`src/rtl/imm_enc_pkg.sv`:
```
// rtl/imm_enc_pkg.sv - shared types, constants and direct-format encoder for imm_encoder
//
// Purpose: holds the immediate format selects, the encoder FSM state type,
//   the datapath widths and the combinational encoder for the formats that
//   need no search (imm8, imm12, branch offset).
// Ports: none (package).
// Configuration: IMM_ENC_ROT_EN is consumed by imm_encoder and imm_rot_check.

package imm_enc_pkg;

  localparam int VALUE_W = 32;  // width of the value to encode
  localparam int FIELD_W = 24;  // width of the encoded field
  localparam int ROT_W   = 4;   // rotation counter width
  localparam int IMM8_W  = 8;   // width of the rotated/plain byte immediate

  localparam logic [1:0] SEL_IMM8   = 2'd0;
  localparam logic [1:0] SEL_IMM12  = 2'd1;
  localparam logic [1:0] SEL_BRANCH = 2'd2;
  localparam logic [1:0] SEL_ROT    = 2'd3;

  typedef enum logic [1:0] {
    ST_IDLE   = 2'd0,
    ST_SEARCH = 2'd1,
    ST_DONE   = 2'd2
  } state_e;

  typedef struct packed {
    logic               ok;
    logic [FIELD_W-1:0] field;
  } enc_result_t;

  // Single-cycle encodings. The rotated format is handled by the search
  // path in the top, so it reports "not representable" here.
  function automatic enc_result_t encode_direct(input logic [VALUE_W-1:0] value,
                                                input logic [1:0]         sel);
    enc_result_t res;
    res.ok    = 1'b0;
    res.field = '0;
    case (sel)
      SEL_IMM8: begin
        if (value[VALUE_W-1:IMM8_W] == '0) begin
          res.ok    = 1'b1;
          res.field = {{(FIELD_W-IMM8_W){1'b0}}, value[IMM8_W-1:0]};
        end
      end
      SEL_IMM12: begin
        if (value[VALUE_W-1:12] == '0) begin
          res.ok    = 1'b1;
          res.field = {{(FIELD_W-12){1'b0}}, value[11:0]};
        end
      end
      SEL_BRANCH: begin
        // Word-aligned offset whose upper bits are a pure sign extension
        // of bit 25, so value[25:2] reproduces it exactly.
        if ((value[1:0] == 2'b00) && (value[VALUE_W-1:25] == {(VALUE_W-25){value[25]}})) begin
          res.ok    = 1'b1;
          res.field = value[25:2];
        end
      end
      SEL_ROT: ;
      default: ;
    endcase
    return res;
  endfunction

endpackage

```
`src/rtl/imm_rot_check.sv`:
```
// rtl/imm_rot_check.sv - tests one rotate-left-by-2r candidate for an 8-bit fit
//
// Purpose: rotates value left by 2*r and reports whether the result fits in
//   the low byte.
// Ports:
//   value_i  in  32  value under test
//   r_i      in  4   rotation step (rotation amount is 2*r_i)
//   hit_o    out 1   rotated value has bits [31:8] all zero
//   imm8_o   out 8   low byte of the rotated value
// Configuration: only present when IMM_ENC_ROT_EN is defined.

`ifdef IMM_ENC_ROT_EN
module imm_rot_check
  import imm_enc_pkg::*;
(
  input  logic [VALUE_W-1:0] value_i,
  input  logic [ROT_W-1:0]   r_i,
  output logic               hit_o,
  output logic [IMM8_W-1:0]  imm8_o
);

  logic [5:0]         shamt;
  logic [VALUE_W-1:0] cand;

  always_comb begin
    shamt = {1'b0, r_i, 1'b0};
    // A right shift by the full width yields zero, which makes r=0 a no-op.
    cand   = (value_i << shamt) | (value_i >> (6'd32 - shamt));
    hit_o  = (cand[VALUE_W-1:IMM8_W] == '0);
    imm8_o = cand[IMM8_W-1:0];
  end

endmodule
`endif

```
`src/rtl/imm_encoder.sv`:
```
// rtl/imm_encoder.sv - encodes a 32-bit value into a 24-bit immediate field
//
// Purpose: accepts one request at a time, encodes it in the selected format
//   and holds the result until the consumer takes it.
// Ports:
//   clk        in  1   rising-edge clock
//   rst        in  1   asynchronous active-high reset
//   in_valid   in  1   request present
//   in_ready   out 1   encoder idle and able to accept
//   in_value   in  32  value to encode
//   in_sel     in  2   0=imm8, 1=imm12, 2=branch offset, 3=rotated imm8
//   out_valid  out 1   result present
//   out_ready  in  1   consumer accepts result
//   out_field  out 24  encoded field (0 when not representable)
//   out_ok     out 1   value representable in the selected format
// Configuration: IMM_ENC_ROT_EN enables the rotated-imm8 search; without it
//   sel 3 always reports not representable after one cycle.

module imm_encoder
  import imm_enc_pkg::*;
(
  input  logic               clk,
  input  logic               rst,
  input  logic               in_valid,
  output logic               in_ready,
  input  logic [VALUE_W-1:0] in_value,
  input  logic [1:0]         in_sel,
  output logic               out_valid,
  input  logic               out_ready,
  output logic [FIELD_W-1:0] out_field,
  output logic               out_ok
);

  state_e             state_q, state_d;
  logic [FIELD_W-1:0] field_q, field_d;
  logic               ok_q, ok_d;
  enc_result_t        direct;

  assign direct = encode_direct(in_value, in_sel);

`ifdef IMM_ENC_ROT_EN
  logic [VALUE_W-1:0] value_q, value_d;
  logic [ROT_W-1:0]   r_q, r_d;
  logic [VALUE_W-1:0] chk_value;
  logic [ROT_W-1:0]   chk_r;
  logic               chk_hit;
  logic [IMM8_W-1:0]  chk_imm8;

  // Rotation 0 is tested straight off the request in the accepting cycle,
  // so a hit at step r completes r+1 cycles after acceptance and the
  // SEARCH state walks steps 1..15 on the registered value.
  assign chk_value = (state_q == ST_SEARCH) ? value_q : in_value;
  assign chk_r     = (state_q == ST_SEARCH) ? r_q : '0;

  imm_rot_check u_rot_check (
    .value_i (chk_value),
    .r_i     (chk_r),
    .hit_o   (chk_hit),
    .imm8_o  (chk_imm8)
  );
`endif

  assign in_ready  = (state_q == ST_IDLE);
  assign out_valid = (state_q == ST_DONE);
  assign out_field = field_q;
  assign out_ok    = ok_q;

  always_comb begin
    state_d = state_q;
    field_d = field_q;
    ok_d    = ok_q;
`ifdef IMM_ENC_ROT_EN
    value_d = value_q;
    r_d     = r_q;
`endif
    case (state_q)
      ST_IDLE: begin
        if (in_valid) begin
          state_d = ST_DONE;
          ok_d    = direct.ok;
          field_d = direct.field;
`ifdef IMM_ENC_ROT_EN
          if (in_sel == SEL_ROT) begin
            value_d = in_value;
            if (chk_hit) begin
              ok_d    = 1'b1;
              field_d = {{(FIELD_W-ROT_W-IMM8_W){1'b0}}, chk_r, chk_imm8};
            end else begin
              state_d = ST_SEARCH;
              r_d     = ROT_W'(1);
            end
          end
`endif
        end
      end
`ifdef IMM_ENC_ROT_EN
      ST_SEARCH: begin
        if (chk_hit) begin
          state_d = ST_DONE;
          ok_d    = 1'b1;
          field_d = {{(FIELD_W-ROT_W-IMM8_W){1'b0}}, chk_r, chk_imm8};
        end else if (r_q == '1) begin
          state_d = ST_DONE;
          ok_d    = 1'b0;
          field_d = '0;
        end else begin
          r_d = r_q + ROT_W'(1);
        end
      end
`endif
      ST_DONE: begin
        // Return to IDLE only; a new request is taken no earlier than the
        // following edge.
        if (out_ready) begin
          state_d = ST_IDLE;
        end
      end
      default: begin
        state_d = ST_IDLE;
      end
    endcase
  end

  always_ff @(posedge clk or posedge rst) begin
    if (rst) begin
      state_q <= ST_IDLE;
      field_q <= '0;
      ok_q    <= 1'b0;
`ifdef IMM_ENC_ROT_EN
      value_q <= '0;
      r_q     <= '0;
`endif
    end else begin
      state_q <= state_d;
      field_q <= field_d;
      ok_q    <= ok_d;
`ifdef IMM_ENC_ROT_EN
      value_q <= value_d;
      r_q     <= r_d;
`endif
    end
  end

endmodule

```
`config.mk`:
```
export PLATFORM = sky130hd
export DESIGN_NAME = imm_encoder
export DESIGN_NICKNAME = d
export VERILOG_FILES = /design/src/rtl/imm_enc_pkg.sv /design/src/rtl/imm_rot_check.sv /design/src/rtl/imm_encoder.sv
export SDC_FILE = /design/constraint.sdc
export NUM_CORES = 1
export LEC_CHECK = 0
export CORE_ASPECT_RATIO = 0.6
export CORE_MARGIN = 5
export CORE_UTILIZATION = 39
export CTS_BUF_LIST = sky130_fd_sc_hd__clkbuf_4 sky130_fd_sc_hd__clkbuf_8
export CTS_CLUSTER_SIZE = 10
export DETAILED_ROUTE_END_ITERATION = 16
export PLACE_DENSITY = 0.88
export SLEW_MARGIN = 10
export SYNTH_ARGS = -nofsm -noshare
export SYNTH_HDL_FRONTEND = slang
export SYNTH_SLANG_ARGS = --single-unit
```
`constraint.sdc`:
```
create_clock -name clk -period 1.7 [get_ports clk]
set_clock_uncertainty 0.1 [all_clocks]
set_input_delay 0.34 -clock clk [delete_from_list [all_inputs] [get_ports clk]]
set_output_delay 0.34 -clock clk [all_outputs]
set_load 0.02 [all_outputs]
```
==> qor.txt <==
Outcome: finished clean
Num rows: 15
Vias in the first global route: 1,269
Initial antenna violation count: 0
Share of layout cells above drive strength 1: 0.243
Area Overhead vs Synth: 89.6%
First-pass GRT wire length: 6530 um
Worst-margin pin slew: 376 ps
CTS tree: yes
RR Startpoint: state_q[1]
R2R depth: 5
Root buffer cell: clkbuf_8
Hold/Removal Path Class: in2reg
Final Util: 0.759
Max Used Layer: met4
Antenna viol nets, final: 0
Final setup viols: 0
Port bufs: 64
Clock slew at reported path FFs: 90 ps
Power per cell area: 626 nW/um2
Worst setup EP type: flop
Routed vias: 1,186
Die width: 79.4 um
Wire per inst: 20.8 um
Met1 wire length: 1810 um
Core box area: 2820 um2
FF-to-FF setup slack: 140 ps
Synth unique cells: 23
Synth Area per Inst: 12.5 um2
Yosys warnings: 0
CTS H-tree depth: 1
Clk Latency, worst-skew pair: 280 ps
Vias per inst: 5.73
Worst setup path class: in2reg
WP data arrival: 1790 ps
Worst Path Required: 1810 ps
DR pass1 iterations: 4
Hpwl dp: 2770 um
Final Net Count: 212
Hold slack final: 220 ps
Critical Path End: out_field[7]
Initial Utilization: 0.400
Largest net degree at the start of global routing: 27
Tmin final: 1680 ps
Die Span Y: 51.6 um
Period utilization: 0.990
CTS Sinks: 26
Synthesized area: 1130 um2
Ant diodes: 0
DRC: 0
Grt ovf: 0
Crit Path Max Fanout: 5
F_max: 594 MHz
Ports: 65
Total GRT Usage: 0.213
Register area share after synthesis: 0.577
Syn_nets: 128
Critical path launch point: in_value[10]
Leakage: 1.35 nW
Num CTS Buffers: 3
Seq cells post-synth: 26
Die area: 4100 um2
Max IR drop VDD: 0.401 mV
Total routed wirelength: 4310 um
RR Endpoint: out_field[10]
Routed length on met3: 360 um
Max-cap viol count: 0
Final Wtd Congestion: 0.784
Rel. slew slack: 0.749
Slew Limit Fails: 0
Fin. Hold Viols: 0
DR WL met2: 2010 um
Startpoint Class: primary input
Post-Syn Instances: 90
Max Root-Sink Buffers: 2
Starting DRT DRC Count: 105
## kinds of logic after synthesis
group	synth area share
AND/OR/NAND/NOR	0.178
multiplexers	0.00999
flip-flops	0.577
AO/OA/AOI/OAI	0.213
buffers and inverters	0.0222
## per-stage QoR
stage | setup WS, ps | TNS, ps | cell area (um2) | total power [mW] | std cells
after CTS | -17.8 | -42.2 | 2060 | 1.33 | 206
final | 17.0 | 0 | 2140 | 1.34 | 207
after global routing | -40.5 | -120 | 2140 | 1.39 | 207
after global placement | -524 | -9500 | 1910 | 0.825 | 197
after detailed placement | -556 | -10740 | 1910 | 0.828 | 197
after floorplan | -10.3 | -82.2 | 1130 | 0.685 | 90
## report_power, final
part | internal (mW) | switching, mW | leakage, nW
sequential | 0.622 | 0.00263 | 0.361
combinational | 0.0938 | 0.0993 | 0.952
clock | 0.315 | 0.205 | 0.0357
## metal layers
metal  up-vias  GRT usage
met1       575      0.267
met3        17     0.0744
met5         -          0
met4         0     0.0600
li1        524          -
met2        70      0.351
## area by class of cell
cell class                 count  area [um2]
timing repair buffer          83         827
clock inverter                 1        30.0
multi-input combinational     58         538
inverter                       2        7.51
fill                         162         678
clock buffer                   3        41.3
sequential                    26         651
tap                           34        42.5
## how the worst min path moves through the flow
stage | endpoint | slack (ps) | startpoint | depth (start not counted)
2_1_floorplan | out_field[0] | 280 | rst | 1
3_3_place_gp | out_field[23] | 370 | out_field[23] | 2
3_5_place_dp | out_ok | 380 | out_ok | 1
4_1_cts | out_field[9] | 290 | in_value[9] | 3
5_1_grt | out_field[14] | 220 | in_value[16] | 2
6_report | out_field[14] | 220 | in_value[16] | 2
## placed cells by master, fill, tap and decap left out, types with 3 or more instances in the layout
master           synthesis  final
a221o_1                 12     12
a22o_1                  11     11
and2_1                  12     12
buf_4                    0     13
buf_6                    0      8
clkbuf_2                 0      3
clkbuf_8                 0      3
clkdlybuf4s15_1          0      4
clkdlybuf4s50_1          0     13
dfrtp_1                 26     26
dlygate4sd2_1            0     17
dlymetal6s2s_1           0     24
nand2_1                  3      3
nand4_1                  3      3
nor4_2                   0      3
## repair_timing
item / 4_1_cts / 5_1_grt
setup endpoints to repair: 34 / 39
cloned: 1 / 1
pin swaps: 12 / 17
hold buffers: 0 / 0
setup buffers: 4 / 2
endpoints found under the hold margin: 0 / 0
resized for setup: 50 / 43
## state kept, by name (all words and copies together) (netlist names)
signal     flops
state_q        1
out_field     24
out_ok         1
## critical path, stage by stage
cell	delay (ps)
buf_6	90
or4_4	510
mux2_4	300
nor3_4	220
buf_6	150
a221o_1	170
## cells in the mapped netlist, drive strengths merged
master / count / area, um2
or4: 1 / 7.51
and4: 1 / 8.76
a221o: 12 / 120
nor3: 2 / 21.3
nand4: 3 / 18.8
and2: 12 / 75.1
nor4: 4 / 25.0
a211o: 1 / 8.76
nor2: 1 / 3.75
clkbuf: 2 / 7.51
o21ai: 2 / 10.0
nand2: 3 / 11.3
a22o: 11 / 96.3
dfrtp: 26 / 651
mux2: 1 / 11.3
inv: 2 / 7.50
buf: 2 / 10.0
nand3: 1 / 5.00
a21oi: 1 / 5.00
nor4b: 2 / 23.8
No activity file was read; power rests on OpenSTA's default activity.
